File: src/rtl/pipe_ctrl.sv
// pipe_ctrl: valid/ready sequencer for a STAGES-deep chain of external data flops.
// Tracks one valid bit per stage, collapses bubbles, and drives per-stage load
// enables and synchronous clears so a stalled consumer backs the chain up losslessly.
module pipe_ctrl #(
  parameter int STAGES = 4,
  parameter int CW     = $clog2(STAGES + 1)
) (
  input  logic              clk,
  input  logic              reset,
  input  logic              InValid,
  output logic              InReady,
  output logic              OutValid,
  input  logic              OutReady,
  input  logic              Flush,
  output logic [STAGES-1:0] StageEn,
  output logic [STAGES-1:0] StageClr,
  output logic [CW-1:0]     Count,
  output logic              Empty,
  output logic              Full
);

  localparam logic [CW-1:0] FULL_CNT = CW'(STAGES);

  logic [STAGES-1:0] v;
  logic [STAGES-1:0] v_nxt;
  logic [STAGES-1:0] adv;
  logic [CW-1:0]     cnt;
  logic [CW-1:0]     cnt_nxt;
  logic              kill;
  logic              in_fire;
  logic              out_fire;

  // Advance chain: a stage may take new contents if it is empty or the stage
  // ahead of it is moving; the top stage moves when the consumer is ready.
  always_comb begin
    logic carry;
    adv   = '0;
    carry = OutReady;
    for (int unsigned k = 0; k < STAGES; k++) begin
      adv[STAGES-1-k] = ~v[STAGES-1-k] | carry;
      carry           = adv[STAGES-1-k];
    end
  end

  // Handshake terms, load enables and clears; reset discards exactly like Flush.
  always_comb begin
    kill     = reset | Flush;
    InReady  = adv[0] & ~kill;
    in_fire  = InValid & InReady;
    OutValid = v[STAGES-1] & ~kill;
    out_fire = OutValid & OutReady;
    StageClr = {STAGES{kill}};
    StageEn  = '0;
    StageEn[0] = in_fire;
    for (int unsigned i = 1; i < STAGES; i++) begin
      StageEn[i] = v[i-1] & adv[i] & ~kill;
    end
  end

  // Next valid bits and occupancy; count tracks the popcount of the valid bits.
  always_comb begin
    v_nxt   = v;
    cnt_nxt = cnt;
    if (kill) begin
      v_nxt   = '0;
      cnt_nxt = '0;
    end else begin
      if (adv[0]) begin
        v_nxt[0] = in_fire;
      end
      for (int unsigned i = 1; i < STAGES; i++) begin
        if (adv[i]) begin
          v_nxt[i] = v[i-1];
        end
      end
      if (in_fire && !out_fire) begin
        cnt_nxt = cnt + CW'(1);
      end else if (out_fire && !in_fire) begin
        cnt_nxt = cnt - CW'(1);
      end
    end
  end

  // State register: valid bits and occupancy counter.
  always_ff @(posedge clk) begin
    if (reset) begin
      v   <= '0;
      cnt <= '0;
    end else begin
      v   <= v_nxt;
      cnt <= cnt_nxt;
    end
  end

  // Status outputs derived from the occupancy counter.
  always_comb begin
    Count = cnt;
    Empty = (cnt == '0);
    Full  = (cnt == FULL_CNT);
  end

  // Structural invariants checked every cycle outside reset.
  always_ff @(posedge clk) begin
    if (!reset) begin
      assert (!(Full && Empty));
      assert ((StageEn & StageClr) == '0);
      assert ($countones(v) == int'(cnt));
    end
  end

endmodule

File: config.mk
export PLATFORM = sky130hd
export DESIGN_NAME = pipe_ctrl
export DESIGN_NICKNAME = d
export VERILOG_FILES = /design/src/rtl/pipe_ctrl.sv
export SDC_FILE = /design/constraint.sdc
export NUM_CORES = 1
export LEC_CHECK = 0
export BUFFER_PORTS_ARGS = -buffer_cell sky130_fd_sc_hd__clkbuf_2
export CORE_AREA = 4 4 41 43
export CTS_CLUSTER_DIAMETER = 60
export DETAILED_ROUTE_END_ITERATION = 10
export DIE_AREA = 0 0 45 47
export SLEW_MARGIN = 20
export SYNTH_ARGS = -nofsm -noshare
export SYNTH_HDL_FRONTEND = slang
export SYNTH_SLANG_ARGS = --single-unit
File: constraint.sdc
create_clock -name clk -period 2.9 [get_ports clk]
set_clock_uncertainty 0.1 [all_clocks]
set_input_delay 0.29 -clock clk [delete_from_list [all_inputs] [get_ports clk]]
set_output_delay 0.29 -clock clk [all_outputs]
set_load 0.05 [all_outputs]
### Word-level counts from Yosys, hierarchy flattened

Index checks and enable logic that the tools add are counted.

* $add $sub $neg: 2
* equality and inequality tests: 1
* mux-type cells: 2
* bitwise gates (word level): 20
* reduce and logical (&&, ||, !) cells: 7

Operators by type and width (count)
* bitwise AND 1 bit: 10
* 2-to-1 mux 3 bit: 2
* inverter 1 bit: 5
* bitwise OR 1 bit: 5
* adder 3 x 1 -> 3 bit (second input constant): 1
* equality test 3 bit (second input constant): 1
* logical NOT 3 bit: 1
* subtractor 3 x 1 -> 3 bit (second input constant): 1
* logical AND 1 bit: 2
* logical NOT 1 bit: 2
* nonzero test 2 bit: 1
* OR reduction 2 bit: 1

* register bits: 7
* input port bits: 5
* output and inout bits: 15
* word-level logic and storage cells: 37

### Longest topological paths before layout

* depth after elaboration: 11
* gate-level depth with buffers: 10
* mapped depth without buffers: 10

### Worst setup path before layout

Ideal clock, no wire load.

* path kind: input to register
* start point: in Flush
* end point: reg cnt[2] (netlist: Count[2])
* setup time: 0.070 ns
* arrival time: 2.485 ns
* required time: 2.730 ns
* slack: 0.245 ns
* stages on the path: 10
* buffers on the path: 0
* cell sequence: nor2_1 inv_2 a21oi_2 and2_1 ha_1 inv_1 fa_1 xor2_1 or3_1 a21oi_1

* word-level cells in the longest chain between the ends: 7
* elaborated cells on any way between the ends: 13
* those cells by class: mux: 1; bitwise: 6; reduce/logical: 6

RTL lines
* from (decl): line 14 `input logic Flush,`
* bitwise OR 1 bit (*): line 47 `kill = reset | Flush;`
* net kill: line 29 `logic kill;`
* inverter 1 bit (*): line 48 `InReady = adv[0] & ~kill;`
* bitwise AND 1 bit (*): line 48
* net InReady: line 11 `output logic InReady,`
* bitwise AND 1 bit (*): line 49 `in_fire = InValid & InReady;`
* net in_fire: line 30 `logic in_fire;`
* logical NOT 1 bit: line 78 `end else if (out_fire && !in_fire) begin`
* logical AND 1 bit: line 78
* nonzero test 2 bit (no source line)
* to (signal assigned): line 91 `cnt <= cnt_nxt;`
* to (decl): line 27 `logic [CW-1:0] cnt;`

The timed path passes the listed nets; every way through them passes the cells marked *.
A chain may end at the register's enable or synchronous reset.

### Worst setup path in the final report

* start point: reg v[1]
* end point: reg cnt[2] (netlist: Count[2])

* word-level cells in the longest chain between the ends: 8
* elaborated cells on any way between the ends: 10
* those cells by class: mux: 1; bitwise: 5; reduce/logical: 4

RTL lines
* from (decl): line 24 `logic [STAGES-1:0] v;`
* from (signal assigned): line 90 `v <= v_nxt;`
* inverter 1 bit (*): line 40 `adv[STAGES-1-k] = ~v[STAGES-1-k] | carry;`
* bitwise OR 1 bit (*) (2 in a row): line 40
* bitwise AND 1 bit (*): line 48
* bitwise AND 1 bit (*): line 49
* logical NOT 1 bit: line 78
* logical AND 1 bit: line 78
* nonzero test 2 bit (no source line)

Every way passes the cells marked *; elsewhere a longest branch is shown, timed or not.

==> out/metrics.csv <==
stage;metric;value;unit
status;run_status;completed;
critical_path;cp-end-kind;flip-flop;
die;die_height;47;µm
routing;wirelength;798;µm
synthesis;synth-seq-area-share;36.60;%
timing;worst_slew_pin_slew;0.2797;ns
global_route;grt_max_degree;14;
cells_and_area;final.fill_count;148;
flow_run;reported_max_cap_violation_count;0;
timing;max_slew_margin;81.43;%
routing;firstDrtPassIters;3;
synthesis;synth_top_cell_area_share;36.60;%
timing;timing.final.crit_period;2.272;ns
global_route;grt_pass1_wl;1345;µm
timing;report.final.hold_viol_count;0;
clock_network;cts.sink_count;7;
clock_network;clock_insertion_delay_worst_skew;0.25;ns
cells_and_area;drive_gt1_share;37.50;%
cells_and_area;design_area;485.5;µm²
timing;setup_viol;0;
global_route;antenna_violations_before_repair;0;
critical_path;timing.setup.critical_path_class;reg -> reg;
die;core-area;1301;µm²
routing;drc_errors;0;
die;effective_utilization_at_floorplan;29.42;%
global_route;grt_remaining_overflow;0;
synthesis;synth_ff_type;dfxtp_1;
critical_path;cp_data_required_time;2.99;ns
die;die_width;45;µm
synthesis;synth_enable_flop_cells;0;
synthesis;netlist_top_cells_area;dfxtp_1 37%, buf_4 9.8%, nor2_1 9.8%;
timing;maxClockFrequency;440.1;MHz
synthesis;avgSynthCellArea;8.323;µm²
clock_network;clock_tree_from_tritoncts;built;
placement;placed_area;459.2;µm²
placement;place_ws;0.4529;ns
timing;period_share;78.34;%
die;number_of_placed_i_o_pins;20;
synthesis;yosys_register_bits;7;
power;power-per-cell-area;483.6;nW/µm²
clock_network;post_cts_hold_buffer_count;0;
clock_network;clkSlewWorstSetupHoldPaths;0.05;ns
clock_network;clock_tree.htree_level_count;1;
synthesis;synth.cells.most_frequent;10 x nor2_1, 7 x dfxtp_1, 5 x buf_4, 4 x a21oi_1, 3 x nand2_1;
hold_path;hold_class;in -> reg;
clock_network;cts-resized-gates;0;
synthesis;async_reset_ff_share;0;%
placement;place.gp.congestion;0.7410;
power;maximum_vdd_drop;0.2921;mV
clock_network;postCtsSetupRepairBufs;0;
die;dieArea;2115;µm²
die;placementRows;13;
synthesis;synth_cell_types;19;
synthesis;synth_cells;46;
routing;final_antenna_net_count;0;
cells_and_area;design.final.nets;72;
placement;dp_hpwl;617.7;µm
placement;place.port_buffers;19;
critical_path;cp-start-kind;flip-flop;
clock_network;cts.path.max_buffers;2;
synthesis;top_cell_type_by_total_area_after_synthesis;dfxtp_1;
clock_network;clock_tree.root_cell;clkbuf_4;
timing;final.setup.tns;0;ns
synthesis;syn-num-nets;53;
timing;setup_repair_after_global_routing_missed_its_margin;no;
routing;routed-via-count;352;
critical_path;path_max_fanout;4;
routing;wl_per_cell;10.10;µm
clock_network;cts_inserted_buffers;3;
cells_and_area;area_growth_syn_to_layout;26.80;%
timing;post-route-worst-setup-slack;0.6280;ns
synthesis;syn_std_cell_area;382.9;µm²
timing;finalMaxSlewViolations;0;
critical_path;worstPathArrival;2.36;ns
global_route;grtUsageTotal;9.214;%
synthesis;post-synth-top-count-cell;nor2_1;
cells_and_area;antenna_cells_inserted;0;
routing;avgViaCountPerCell;4.456;
routing;drt_iter0_drc;4;
global_route;first_global_vias;319;
synthesis;yosys_warnings;0;
power;total_leakage_power;0.0002377;µW
-- layer usage --
metal  track usage, %  share of wire (%)
met5                0                  0
met4            3.509                1.0
met3            6.130                8.5
met2            13.84                 47
met1            10.39                 43
-- area by class of cell --
cell class                      instances  area [µm²]  area share [%]
Timing Repair Buffer                   19       95.09           19.59
Sequential cell                         7       140.1           28.87
Inverter                                2       7.507           1.546
Multi-Input combinational cell         32       197.7           40.72
Clock buffer                            4       26.28           5.412
Tap cell                               15       18.77           3.866
-- critical path: stages (launching register included) --
cell and delay (ns):
dfxtp_1 0.32, and4b_1 0.26, a21oi_2 0.16, and2_1 0.17, ha_1 0.18, inv_1 0.06, fa_1 0.37, xor2_1 0.15
or3_1 0.31, a21oi_1 0.13
-- flip-flops by register name, summed over array words and instances, names as in the netlist --
register and flops:
Count 3, v 4
-- cells in the final DEF (no fill, tap or decap), types with 2 or more instances in the layout --
cell type	count
clkbuf_4	3
nor3b_1	2
dfxtp_1	7
a21oi_1	4
xor2_1	2
and2_1	2
nor2_1	10
nand2_1	3
clkbuf_2	19
-- path summary, 6_finish.rpt --
path                                               to  slack, ns               from  depth (start not counted)
worst max-delay path            Count[2]$_SDFFE_PP0P_       0.63  v[1]$_SDFFE_PP0P_                          9
worst min-delay path                v[0]$_SDFFE_PP0P_       0.17            InValid                          3
worst max register to register  Count[2]$_SDFFE_PP0P_       0.63  v[1]$_SDFFE_PP0P_                          9
worst min register to register      v[2]$_SDFFE_PP0P_       0.41  v[1]$_SDFFE_PP0P_                          2
-- per-stage QoR --
stage               util [%]  hold WS, ns  std cells  power (µW)
finish                 37.31       0.1737         79       234.8
global route           37.31       0.2066         79       247.9
CTS                    37.31       0.1685         79       241.2
detailed placement     35.29       0.3925         75       149.2
global placement       35.29       0.3998         75       148.9
floorplan                  -       0.3074         46       142.5
-- power breakdown --
| group | switching, µW | total (µW) | internal [µW] | leakage, µW |
|---|---|---|---|---|
| Sequential | 2.27 | 100 | 98.2 | 0.0000567 |
| Clock | 35.6 | 88.0 | 52.5 | 0.0000150 |
| Combinational | 34.9 | 46.3 | 11.4 | 0.000166 |
| Total | 72.7 | 235 | 162 | 0.000238 |
-- kinds of logic (layout without fill, tap and decap cells) --
kind of cell | Yosys count | count (layout) | synth area share (%)
and+or+nand+nor | 21 | 21 | 27.12
DFF | 7 | 7 | 36.60
muxes | 1 | 1 | 2.614
AOI/OAI and AO/OA | 6 | 6 | 8.823
adders and majority gates | 2 | 2 | 8.496
buffers and inverters | 7 | 25 | 11.76
xor gates and xnor gates | 2 | 2 | 4.576
Note: power is estimated with default switching activity, not from simulation.
